$ cat config.mk
export PLATFORM = sky130hd
export DESIGN_NAME = revaluate_sched
export DESIGN_NICKNAME = d
export VERILOG_FILES = /design/src/rtl/encoder_pkg.sv /design/src/rtl/rev_watchdog.sv /design/src/rtl/revaluate_sched.sv
export SDC_FILE = /design/constraint.sdc
export NUM_CORES = 1
export LEC_CHECK = 0
export CAP_MARGIN = 15
export CORE_ASPECT_RATIO = 0.9
export CORE_MARGIN = 3
export CORE_UTILIZATION = 50
export DETAILED_ROUTE_END_ITERATION = 10
export GPL_ROUTABILITY_DRIVEN = 0
export PLACE_DENSITY = 0.78
export SLEW_MARGIN = 20
export SYNTH_ARGS = -nofsm -noshare
export SYNTH_HDL_FRONTEND = slang
export SYNTH_SLANG_ARGS = --single-unit
$ cat constraint.sdc
create_clock -name i_clk -period 2.8 [get_ports i_clk]
set_input_delay 0.56 -clock i_clk [delete_from_list [all_inputs] [get_ports i_clk]]
set_output_delay 0.56 -clock i_clk [all_outputs]
set_load 0.02 [all_outputs]
$ cat src/rtl/encoder_pkg.sv
// Shared encoder definitions: scheduler state encoding and the default file-index width.
package encoder_pkg;

    localparam int unsigned FILE_W_DEF = 10;

    typedef enum logic [2:0] {
        S_IDLE   = 3'd0,
        S_LAUNCH = 3'd1,
        S_WAIT   = 3'd2,
        S_NEXT   = 3'd3,
        S_FIN    = 3'd4
    } sched_state_e;

endpackage

$ cat src/rtl/rev_watchdog.sv
// Per-run watchdog: cleared before a run, counts while running, flags expiry when the count
// is about to reach TMO-1.
module rev_watchdog #(
    parameter int unsigned TMO   = 4096,
    parameter int unsigned TMO_W = 13
) (
    input  logic i_clk,
    input  logic i_rst_n,
    input  logic i_clear,
    input  logic i_run,
    output logic o_expire
);

    logic [TMO_W-1:0] r_count;
    logic [TMO_W-1:0] w_count_inc;

    assign w_count_inc = r_count + TMO_W'(1);
    assign o_expire    = i_run && (w_count_inc == TMO_W'(TMO - 1));

    always_ff @(posedge i_clk or negedge i_rst_n) begin
        if (!i_rst_n) begin
            r_count <= '0;
        end else if (i_clear) begin
            r_count <= '0;
        end else if (i_run) begin
            r_count <= w_count_inc;
        end
    end

endmodule

$ cat src/rtl/revaluate_sched.sv
// Batch scheduler: runs revaluate over a wrapping range of file indices one file at a time,
// supervising each run with a watchdog and counting completed files.
module revaluate_sched
    import encoder_pkg::*;
#(
    parameter int unsigned FILE_W = FILE_W_DEF,
    parameter int unsigned TMO    = 4096,
    parameter int unsigned TMO_W  = 13
) (
    input  logic              i_clk,
    input  logic              i_rst_n,
    input  logic              i_go,
    input  logic [FILE_W-1:0] i_first_idx,
    input  logic [FILE_W-1:0] i_last_idx,
    input  logic              i_abort,
    output logic              o_rev_start,
    input  logic              i_rev_finish,
    output logic [FILE_W-1:0] o_file_index,
    output logic              o_busy,
    output logic              o_done,
    output logic              o_error,
    output logic [FILE_W:0]   o_files_done
);

    sched_state_e      r_state, w_state_d;
    logic              r_go;
    logic [FILE_W-1:0] r_go_first;
    logic [FILE_W-1:0] r_go_last;
    logic [FILE_W-1:0] r_last, w_last_d;
    logic              r_rev_start, w_rev_start_d;
    logic [FILE_W-1:0] r_file_index, w_file_index_d;
    logic              r_busy, w_busy_d;
    logic              r_done, w_done_d;
    logic              r_error, w_error_d;
    logic [FILE_W:0]   r_files_done, w_files_done_d;
    logic              w_wd_clear;
    logic              w_wd_run;
    logic              w_expire;

    assign w_wd_clear = (r_state == S_LAUNCH);
    assign w_wd_run   = (r_state == S_WAIT);

    rev_watchdog #(
        .TMO   (TMO),
        .TMO_W (TMO_W)
    ) u_watchdog (
        .i_clk    (i_clk),
        .i_rst_n  (i_rst_n),
        .i_clear  (w_wd_clear),
        .i_run    (w_wd_run),
        .o_expire (w_expire)
    );

    // The request and its range are registered once: launch lands two cycles after go, and a
    // go raised in the done cycle (busy already low) is still seen in IDLE.
    always_ff @(posedge i_clk or negedge i_rst_n) begin
        if (!i_rst_n) begin
            r_go       <= 1'b0;
            r_go_first <= '0;
            r_go_last  <= '0;
        end else begin
            r_go       <= i_go;
            r_go_first <= i_first_idx;
            r_go_last  <= i_last_idx;
        end
    end

    always_ff @(posedge i_clk or negedge i_rst_n) begin
        if (!i_rst_n) begin
            r_state      <= S_IDLE;
            r_last       <= '0;
            r_rev_start  <= 1'b0;
            r_file_index <= '0;
            r_busy       <= 1'b0;
            r_done       <= 1'b0;
            r_error      <= 1'b0;
            r_files_done <= '0;
        end else begin
            r_state      <= w_state_d;
            r_last       <= w_last_d;
            r_rev_start  <= w_rev_start_d;
            r_file_index <= w_file_index_d;
            r_busy       <= w_busy_d;
            r_done       <= w_done_d;
            r_error      <= w_error_d;
            r_files_done <= w_files_done_d;
        end
    end

    always_comb begin
        w_state_d      = r_state;
        w_last_d       = r_last;
        w_rev_start_d  = 1'b0;
        w_file_index_d = r_file_index;
        w_busy_d       = r_busy;
        w_done_d       = 1'b0;
        w_error_d      = r_error;
        w_files_done_d = r_files_done;
        unique case (r_state)
            S_IDLE: begin
                if (r_go) begin
                    w_state_d      = S_LAUNCH;
                    w_last_d       = r_go_last;
                    w_file_index_d = r_go_first;
                    w_files_done_d = '0;
                    w_error_d      = 1'b0;
                    w_busy_d       = 1'b1;
                    w_rev_start_d  = 1'b1;
                end
            end
            S_LAUNCH: begin
                w_state_d = S_WAIT;
            end
            S_WAIT: begin
                // A finish in the expiry cycle still counts as a completed file.
                if (i_rev_finish) begin
                    w_files_done_d = r_files_done + (FILE_W + 1)'(1);
                    w_state_d      = S_NEXT;
                end else if (w_expire) begin
                    w_error_d = 1'b1;
                    w_done_d  = 1'b1;
                    w_busy_d  = 1'b0;
                    w_state_d = S_FIN;
                end
            end
            S_NEXT: begin
                if ((r_file_index == r_last) || i_abort) begin
                    w_done_d  = 1'b1;
                    w_busy_d  = 1'b0;
                    w_state_d = S_FIN;
                end else begin
                    w_file_index_d = r_file_index + FILE_W'(1);
                    w_rev_start_d  = 1'b1;
                    w_state_d      = S_LAUNCH;
                end
            end
            S_FIN: begin
                w_state_d = S_IDLE;
            end
            default: begin
                w_state_d = S_IDLE;
            end
        endcase
    end

    assign o_rev_start  = r_rev_start;
    assign o_file_index = r_file_index;
    assign o_busy       = r_busy;
    assign o_done       = r_done;
    assign o_error      = r_error;
    assign o_files_done = r_files_done;

endmodule

=== Yosys cells after proc, flatten, opt, wreduce, memory -nomap -nowiden ===
Index checks and enable logic that the tools add are counted.

* Eq/ne operators: 12
* Reduce and logical (&&, ||, !) cells: 13
* Multiplexer cells: 29
* $add $sub $neg: 3

{| class="wikitable"
|+ Operator list
! cell !! number
|-
| two-way mux 13 bit || 2
|-
| two-way mux 11 bit || 2
|-
| case mux 11 bit (2 select lines) || 1
|-
| two-way mux 10 bit || 2
|-
| case mux 10 bit (2 select lines) || 1
|-
| adder 13 x 1 -> 13 bit (second input constant) || 1
|-
| == test 13 x 12 -> 1 bit (second input constant) || 1
|-
| two-way mux 1 bit || 12
|-
| two-way mux 3 bit || 4
|-
| != test 2 bit (second input constant) || 6
|-
| case mux 3 bit (4 select lines) || 1
|-
| adder 11 x 1 -> 11 bit (second input constant) || 1
|-
| adder 10 x 1 -> 10 bit (second input constant) || 1
|-
| == test 10 bit || 1
|-
| == test 3 x 2 -> 1 bit (second input constant) || 2
|-
| case mux 1 bit (2 select lines) || 3
|-
| AND reduction 3 bit || 2
|-
| nonzero test 2 bit || 3
|-
| AND reduction 5 bit || 1
|-
| AND reduction 2 bit || 2
|-
| AND reduction 4 bit || 1
|-
| == test 3 x 1 -> 1 bit (second input constant) || 1
|-
| logical NOT 3 bit || 1
|-
| != test 3 bit (second input constant) || 1
|-
| 4 further kinds || 4
|}

* Bits in registers: 72

=== Longest topological paths before layout ===
Gate-level depths: netlist of run 1.

* Word-level depth: 6
* Depth in mapped cells: 8
* Depth with buffers taken out: 6

=== Hierarchy ===
Synthesis of run 1 repeated with hierarchy kept, for this count alone.

* Cell total of the unflattened synthesis: 315
* Area total of the unflattened synthesis: 3,368.2 µm²

{| class="wikitable"
|+ Modules (own cells, without submodules)
! module !! times used !! cells each !! area an instance (µm²) !! sequential area each (µm²)
|-
| revaluate_sched || 1 || 225 || 2,511.2 || 1,476.4
|-
| rev_watchdog || 1 || 90 || 857.1 || 325.3
|}

=== Worst setup path before layout of run 1 ===
Ideal clock, no wire load.

* Path type: reg-to-reg
* Start point: register r_file_index[2] (netlist: o_file_index[2])
* End point: register r_file_index[2] (netlist: o_file_index[2])
* Clock period less this slack: 1,799 ps
* Data arrival time: 1,675 ps
* Stages on the path, launching flop included: 6
* Path buffers: 0
* Setup slack: 1,001 ps
* Path through: dfrtp_1 xor2_1 nor4_2 a311oi_4 and3b_1 a211o_1

* Longest elaborated chain between the ends: 4

{| class="wikitable"
|+ Ends and longest elaborated chain
! what !! line !! RTL
|-
| from (decl) || revaluate_sched.sv:31 || <nowiki>logic [FILE_W-1:0] r_file_index, w_file_index_d;</nowiki>
|-
| from (signal assigned) || revaluate_sched.sv:82 || <nowiki>r_file_index <= w_file_index_d;</nowiki>
|-
| branches (longest 4 deep; another with adder 10 x 1 -> 10 bit) || -- ||
|}

Parallel ways; which one is timed is not known. The select of a mux whose other input is x is not followed.
A chain may end at the register's enable or synchronous reset.

=== Worst setup path in the final report of run 1 ===
* Start point: register r_state[1]
* End point: register r_file_index[5] (netlist: o_file_index[5])

* Longest elaborated chain between the ends: 3

{| class="wikitable"
|+ Ends and longest elaborated chain
! what !! line !! RTL
|-
| from (decl) || revaluate_sched.sv:25 || <nowiki>sched_state_e r_state, w_state_d;</nowiki>
|-
| from (signal assigned) || revaluate_sched.sv:79 || <nowiki>r_state <= w_state_d;</nowiki>
|-
| == test 3 x 2 -> 1 bit or logical NOT 3 bit (tied branches) || revaluate_sched.sv:99 || <nowiki>unique case (r_state)</nowiki>
|-
| != test 2 bit (no source line) or nonzero test 2 bit (tied branches) || -- ||
|-
| AND reduction 3 bit (no source line) || -- ||
|}

Parallel ways exist; a longest one is shown, timed or not.

==> results of run 1 <==
## power breakdown
part | internal (mW) | leakage (nW) | switching [mW]
sequential | 1.27 | 0.901 | 0.309
clock | 0.418 | 0.0960 | 0.399
combinational | 0.594 | 0.818 | 0.781
total | 2.28 | 1.82 | 1.49
## cell usage after synthesis, drive strengths merged (2+ instances only)
master and number:
a211oi 5, a21o 2, a21oi 11, a31o 2, a31oi 7, and2 6
and3 5, and4 4, buf 9, clkbuf 8, dfrtp 72, ha 4
inv 6, nand2 58, nand2b 3, nand3 11, nand4 11, nand4b 2
nor2 24, nor3 2, nor4 3, o211a 2, o211ai 2, o21ai 30
or2 2, xnor2 3, xor2 18
## state kept, by name (all words and copies together) (netlist names)
| register | flops |
|---|---|
| o_file_index | 10 |
| r_last | 10 |
| r_state | 3 |
| o_done | 1 |
| o_busy | 1 |
| o_rev_start | 1 |
| u_watchdog.r_count | 13 |
| r_go | 1 |
| o_error | 1 |
| o_files_done | 11 |
| r_go_last | 10 |
| r_go_first | 10 |
## final timing paths
| path | from | to | cells past startpoint |
|---|---|---|---|
| setup / recovery | r_state[1] | o_file_index[5] | 6 |
| hold / removal | i_rst_n | r_go_first[3] | 1 |
| setup reg to reg | r_state[1] | o_file_index[5] | 6 |
| hold reg to reg | r_go_last[7] | r_last[7] | 2 |
| max in group asynchronous | i_rst_n | r_last[8] | 2 |
| min in group i_clk | r_go_last[7] | r_last[7] | 2 |
## through the flow
stage	hold slack (ns)	std cells
2_1_floorplan	0.264	329
3_3_place_gp	0.421	454
5_1_grt	0.154	470
4_1_cts	0.133	470
6_report	0.131	470
3_5_place_dp	0.425	454
## area by class of cell
class	count	share of cell area, %
sequential	72	44.1
tap	87	2.67
inverter	6	0.552
clock inverter	7	1.96
multi-input combinational	234	34.6
clock buffer	9	3.03
timing repair buffer	55	13.0
## cells by family after synthesis
kind of cell             Yosys count  share of synthesized area, %
buffers and inverters             23                          3.21
multiplexers                       2                         0.642
flip-flops                        72                          54.4
AND/OR/NAND/NOR                  137                          21.0
AO/OA/AOI/OAI                     70                          13.7
XOR/XNOR                          21                          5.55
adder cells (fa/ha/maj)            4                          1.51
## routing by layer
| layer | vias to the layer above | track usage [%] |
|---|---|---|
| met5 | - | 0 |
| met4 | 0 | 7.15 |
| met3 | 15 | 4.80 |
| met2 | 86 | 28.1 |
| met1 | 1228 | 26.5 |
| li1 | 1251 | - |
==> flow_metrics.env, run 1 <==
export IMPL_cp_max_fo=10
export IMPL_path_clk_slew_ns=0.08
export IMPL_die_h_um=83.2
export IMPL_required_ns=3.06
export IMPL_yosysTopAreaCell="dfrtp_1"
export IMPL_end_kind="register"
export IMPL_pin_count=50
export IMPL_wl_met3_um=380
export IMPL_cts_buffer_depth=2
export IMPL_synth_fp_nets=358
export IMPL_crit_buf_inv=1
export IMPL_grt_setup_unrepaired="no"
export IMPL_cap_violations=0
export IMPL_drtPass1Iterations=5
export IMPL_cts_setup_buffers=0
export IMPL_synth_cell_type_count=53
export IMPL_path_cells="nand2_1 > or2_0 > a311oi_4 > buf_4 > nor3_1 > a211oi_1"
export IMPL_post_drt_wl_per_cell_um=14.4
export IMPL_async_flop_share_pct=100
export IMPL_design_area_um2=4080
export IMPL_power_density_nw_per_um2=924
export IMPL_cts_htree_levels=3
export IMPL_finalSetupTns_ns=0
export IMPL_criticalPathCategory="reg2reg"
export IMPL_syn_avg_cell_area_um2=10.1
export IMPL_cts_resized=0
export IMPL_drc=0
export IMPL_max_slew_margin_rel_pct=53.7
export IMPL_place_area_um2=3880
export IMPL_max_vdd_ir_drop_v=0.000377
export IMPL_overflow=0
export IMPL_area_delta_synth_final_pct=23.2
export IMPL_insertedDiodeCount=0
export IMPL_cp_slowest_cell="dfrtp_1"
export IMPL_wirelength_um=6780
export IMPL_drive_gt1_share_pct=8.62
export IMPL_met1_length_um=3180
export IMPL_synth_edf_count=0
export IMPL_cts_root_buf="clkbuf_8"
export IMPL_finalCriticalPeriod_ns=2.16
export IMPL_fin_crit_sh_pct=77.0
export IMPL_dpl_hpwl_um=4870
export IMPL_post_route_util_pct=65.0
export IMPL_numPortBuffers=49
export IMPL_yosysSeqAreaShare_pct=54.4
export IMPL_final_common_cell="dfrtp_1"
export IMPL_synth_area_top_cells="dfrtp_1 54%, nand2_1 6.6%, xor2_1 4.8%"
export IMPL_postRouteAntennaNets=0
export IMPL_fmax_mhz=464
export IMPL_cts_tree="yes"
export IMPL_synth_top_area_share_pct=54.4
export IMPL_finalHoldViolations=0
export IMPL_clkSinkCount=72
export IMPL_cts_hold_buf=0
export IMPL_status="completed"
export IMPL_vias_per_cell=5.49
export IMPL_via_count=2580
export IMPL_synth_warnings=0
export IMPL_start_util_pct=52.7
export IMPL_syn_area_um2=3310
export IMPL_die_w_um=91.8
export IMPL_numCtsBuffers=9
export IMPL_num_rows=27
export IMPL_clk_latency_ns=0.35
export IMPL_antenna_found_initial=0
export IMPL_worstHoldPathType="in2async"
export IMPL_final_cell_mix="72 x dfrtp_1, 58 x nand2_1, 48 x clkdlybuf4s50_1, 23 x nor2_1, 20 x o21ai_1"
export IMPL_multi_input_area_um2=1410
export IMPL_core_area_um2=6280
export IMPL_fill_cells=499
export IMPL_dpl_worst_slack_ns=0.433
export IMPL_maxSlewViolCount=0
export IMPL_arrival_ns=2.41
export IMPL_clock_skew_ns=0.00833
export IMPL_start_kind="register"
export IMPL_grt_pass1_vias=2428
export IMPL_final_nets=407
export IMPL_path_delay_family="compound AO/OA/AOI/OAI gates"
export IMPL_p_leak_nw=1.82
export IMPL_setup_viol=0
export IMPL_layout_area_seq_um2=1800
export IMPL_finalPower_mw=3.77
export IMPL_globalRouteTotalUtil_pct=18.8
export IMPL_synth_seq_cells=72
export IMPL_rrSetupSlack_ns=0.64
export IMPL_dr_wl_met2_um=3100
export IMPL_grt_max_degree=30
export IMPL_top_layer="met4"
export IMPL_drt_initial_drc_count=181
export IMPL_crit_path_max_incr_delay_ns=0.51
export IMPL_layout_setup_ws_ns=0.644
export IMPL_max_slew_worst_pin_slew_ns=0.692
export IMPL_dieArea_um2=7640
export IMPL_grt_pass1_wl_um=11600
export IMPL_syn_inst=329
export IMPL_synth_flop_cell="dfrtp_1"
Power figures use the tool's default switching activity.
==> inputs of run 2 (changes only) <==
Clock period 2.8 ns to 2.2 ns, I/O delays scaled along.
==> flow_metrics.env, run 2 (synthesis results as in run 1) <==
export IMPL_grt_pass1_wl_um=12600
export IMPL_drc=0
export IMPL_via_count=2636
export IMPL_cts_resized=0
export IMPL_grt_setup_unrepaired="no"
export IMPL_max_slew_margin_rel_pct=69.1
export IMPL_p_leak_nw=1.85
export IMPL_multi_input_area_um2=1410
export IMPL_final_nets=413
export IMPL_swShare_pct=39.7
export IMPL_grt_pass1_vias=2611
export IMPL_drt_initial_drc_count=162
export IMPL_insertedDiodeCount=0
export IMPL_overflow=0
export IMPL_criticalPathCategory="reg2out"
export IMPL_clock_power_share_pct=20.9
export IMPL_regMostFlops="u_watchdog.r_count"
export IMPL_arrival_ns=1.54
export IMPL_start_util_pct=52.7
export IMPL_die_h_um=83.2
export IMPL_power_density_nw_per_um2=1180
export IMPL_die_w_um=91.8
export IMPL_fmax_mhz=504
export IMPL_cts_setup_buffers=0
export IMPL_cts_hold_buf=0
export IMPL_setup_viol=0
export IMPL_drtPass1Iterations=6
export IMPL_layout_area_seq_um2=1800
export IMPL_postRouteAntennaNets=0
export IMPL_dpl_hpwl_um=4990
export IMPL_r2r_start="o_file_index[0]"
export IMPL_dieArea_um2=7640
export IMPL_numCtsBuffers=9
export IMPL_finalSetupTns_ns=0
export IMPL_vias_per_cell=5.54
export IMPL_post_drt_wl_per_cell_um=15.3
export IMPL_area_delta_synth_final_pct=24.7
export IMPL_finalHoldViolations=0
export IMPL_max_slew_worst_pin_slew_ns=0.460
export IMPL_core_area_um2=6280
export IMPL_wirelength_um=7290
export IMPL_start_kind="register"
export IMPL_clkSinkCount=72
export IMPL_end_kind="primary output"
export IMPL_globalRouteTotalUtil_pct=20.6
export IMPL_worstHoldPathType="in2async"
export IMPL_cts_buffer_depth=2
export IMPL_cp_max_fo=7
export IMPL_r2r_cells=6
export IMPL_antenna_found_initial=0
export IMPL_clock_skew_ns=0.00419
export IMPL_fill_cells=512
export IMPL_status="completed"
export IMPL_power_internal_mw=2.95
export IMPL_drive_gt1_share_pct=10.0
export IMPL_required_ns=1.76
export IMPL_finalPower_mw=4.88
export IMPL_pwr_share_seq_pct=40.8
export IMPL_path_clk_slew_ns=0.07
export IMPL_clk_latency_ns=0.35
export IMPL_fin_crit_sh_pct=90.2
export IMPL_maxSlewViolCount=0
export IMPL_setup_worst_path_start="o_file_index[2]"
export IMPL_largest_reg_flops=13
export IMPL_cts_tree="yes"
export IMPL_grt_max_degree=73
export IMPL_cts_htree_levels=3
export IMPL_numPortBuffers=49
export IMPL_finalCriticalPeriod_ns=1.98
export IMPL_final_cell_mix="72 x dfrtp_1, 58 x nand2_1, 48 x clkdlybuf4s50_1, 23 x nor2_1, 20 x o21ai_1"
export IMPL_max_vdd_ir_drop_v=0.000625
export IMPL_comb_power_share_pct=38.3
export IMPL_cap_violations=0
export IMPL_pin_count=50
export IMPL_cts_root_buf="clkbuf_8"
export IMPL_switchingPower_mw=1.94
export IMPL_final_common_cell="dfrtp_1"
export IMPL_num_rows=27
-- run 2: cell types whose count changed in the layout (fill, tap and decap cells not counted) --
cell	change
buf_4	+5
clkinv_2	+2
buf_12	+1
clkinv_4	-1
inv_6	-1
-- run 2: path summary, 6_finish.rpt --
check / endpoint / slack [ns]
min in group i_clk: r_last[8] / 0.44
setup / recovery: o_file_index[2] / 0.22
setup reg to reg: o_file_index[7] / 0.23
hold / removal: r_go_first[4] / 0.11
hold reg to reg: r_last[8] / 0.44
max in group asynchronous: o_files_done[3] / 1.80
-- run 2: cell type report --
cell class	count	area share [%]
clock buffers	9	3.00
clock inverters	7	1.76
inverters	6	0.545
multi-input cells	234	34.2
flip-flops and latches	72	43.6
well taps	87	2.63
repair buffers	61	14.2
-- run 2: power groups by stage --
stage / clock [mW] / sequential [mW] / combinational [mW]
floorplan: 0 / 2.05 / 1.09
global placement: 0 / 2.00 / 1.79
detailed placement: 0 / 2.00 / 1.86
CTS: 1.05 / 1.99 / 1.88
global route: 1.11 / 2.04 / 2.07
finish: 1.02 / 1.99 / 1.87
-- run 2: metal layers --
layer  vias up  global-route usage, %  part of all wire (%)
met1      1284                   27.0                    44
met4         0                   7.69                   1.6
met3        12                   5.80                   5.4
li1       1263                      -                     -
met2        77                   32.5                    49
met5         -                      0                     0
-- run 2: per-stage QoR --
stage,cells,hold WS [ns],setup slack [ns],util [%],instance area (um^2)
detailed placement,460,0.420,0.130,62.6,3940
global placement,460,0.420,0.125,62.6,3940
CTS,476,0.115,0.209,65.8,4130
finish,476,0.111,0.217,65.8,4130
global route,476,0.117,0.101,65.8,4130
floorplan,329,0.144,0.401,-,3310
-- run 2: critical path, cell delays in order, from the launching register on --
cell	delay [ns]
dfrtp_1	0.42
buf_4	0.18
clkdlybuf4s50_1	0.60
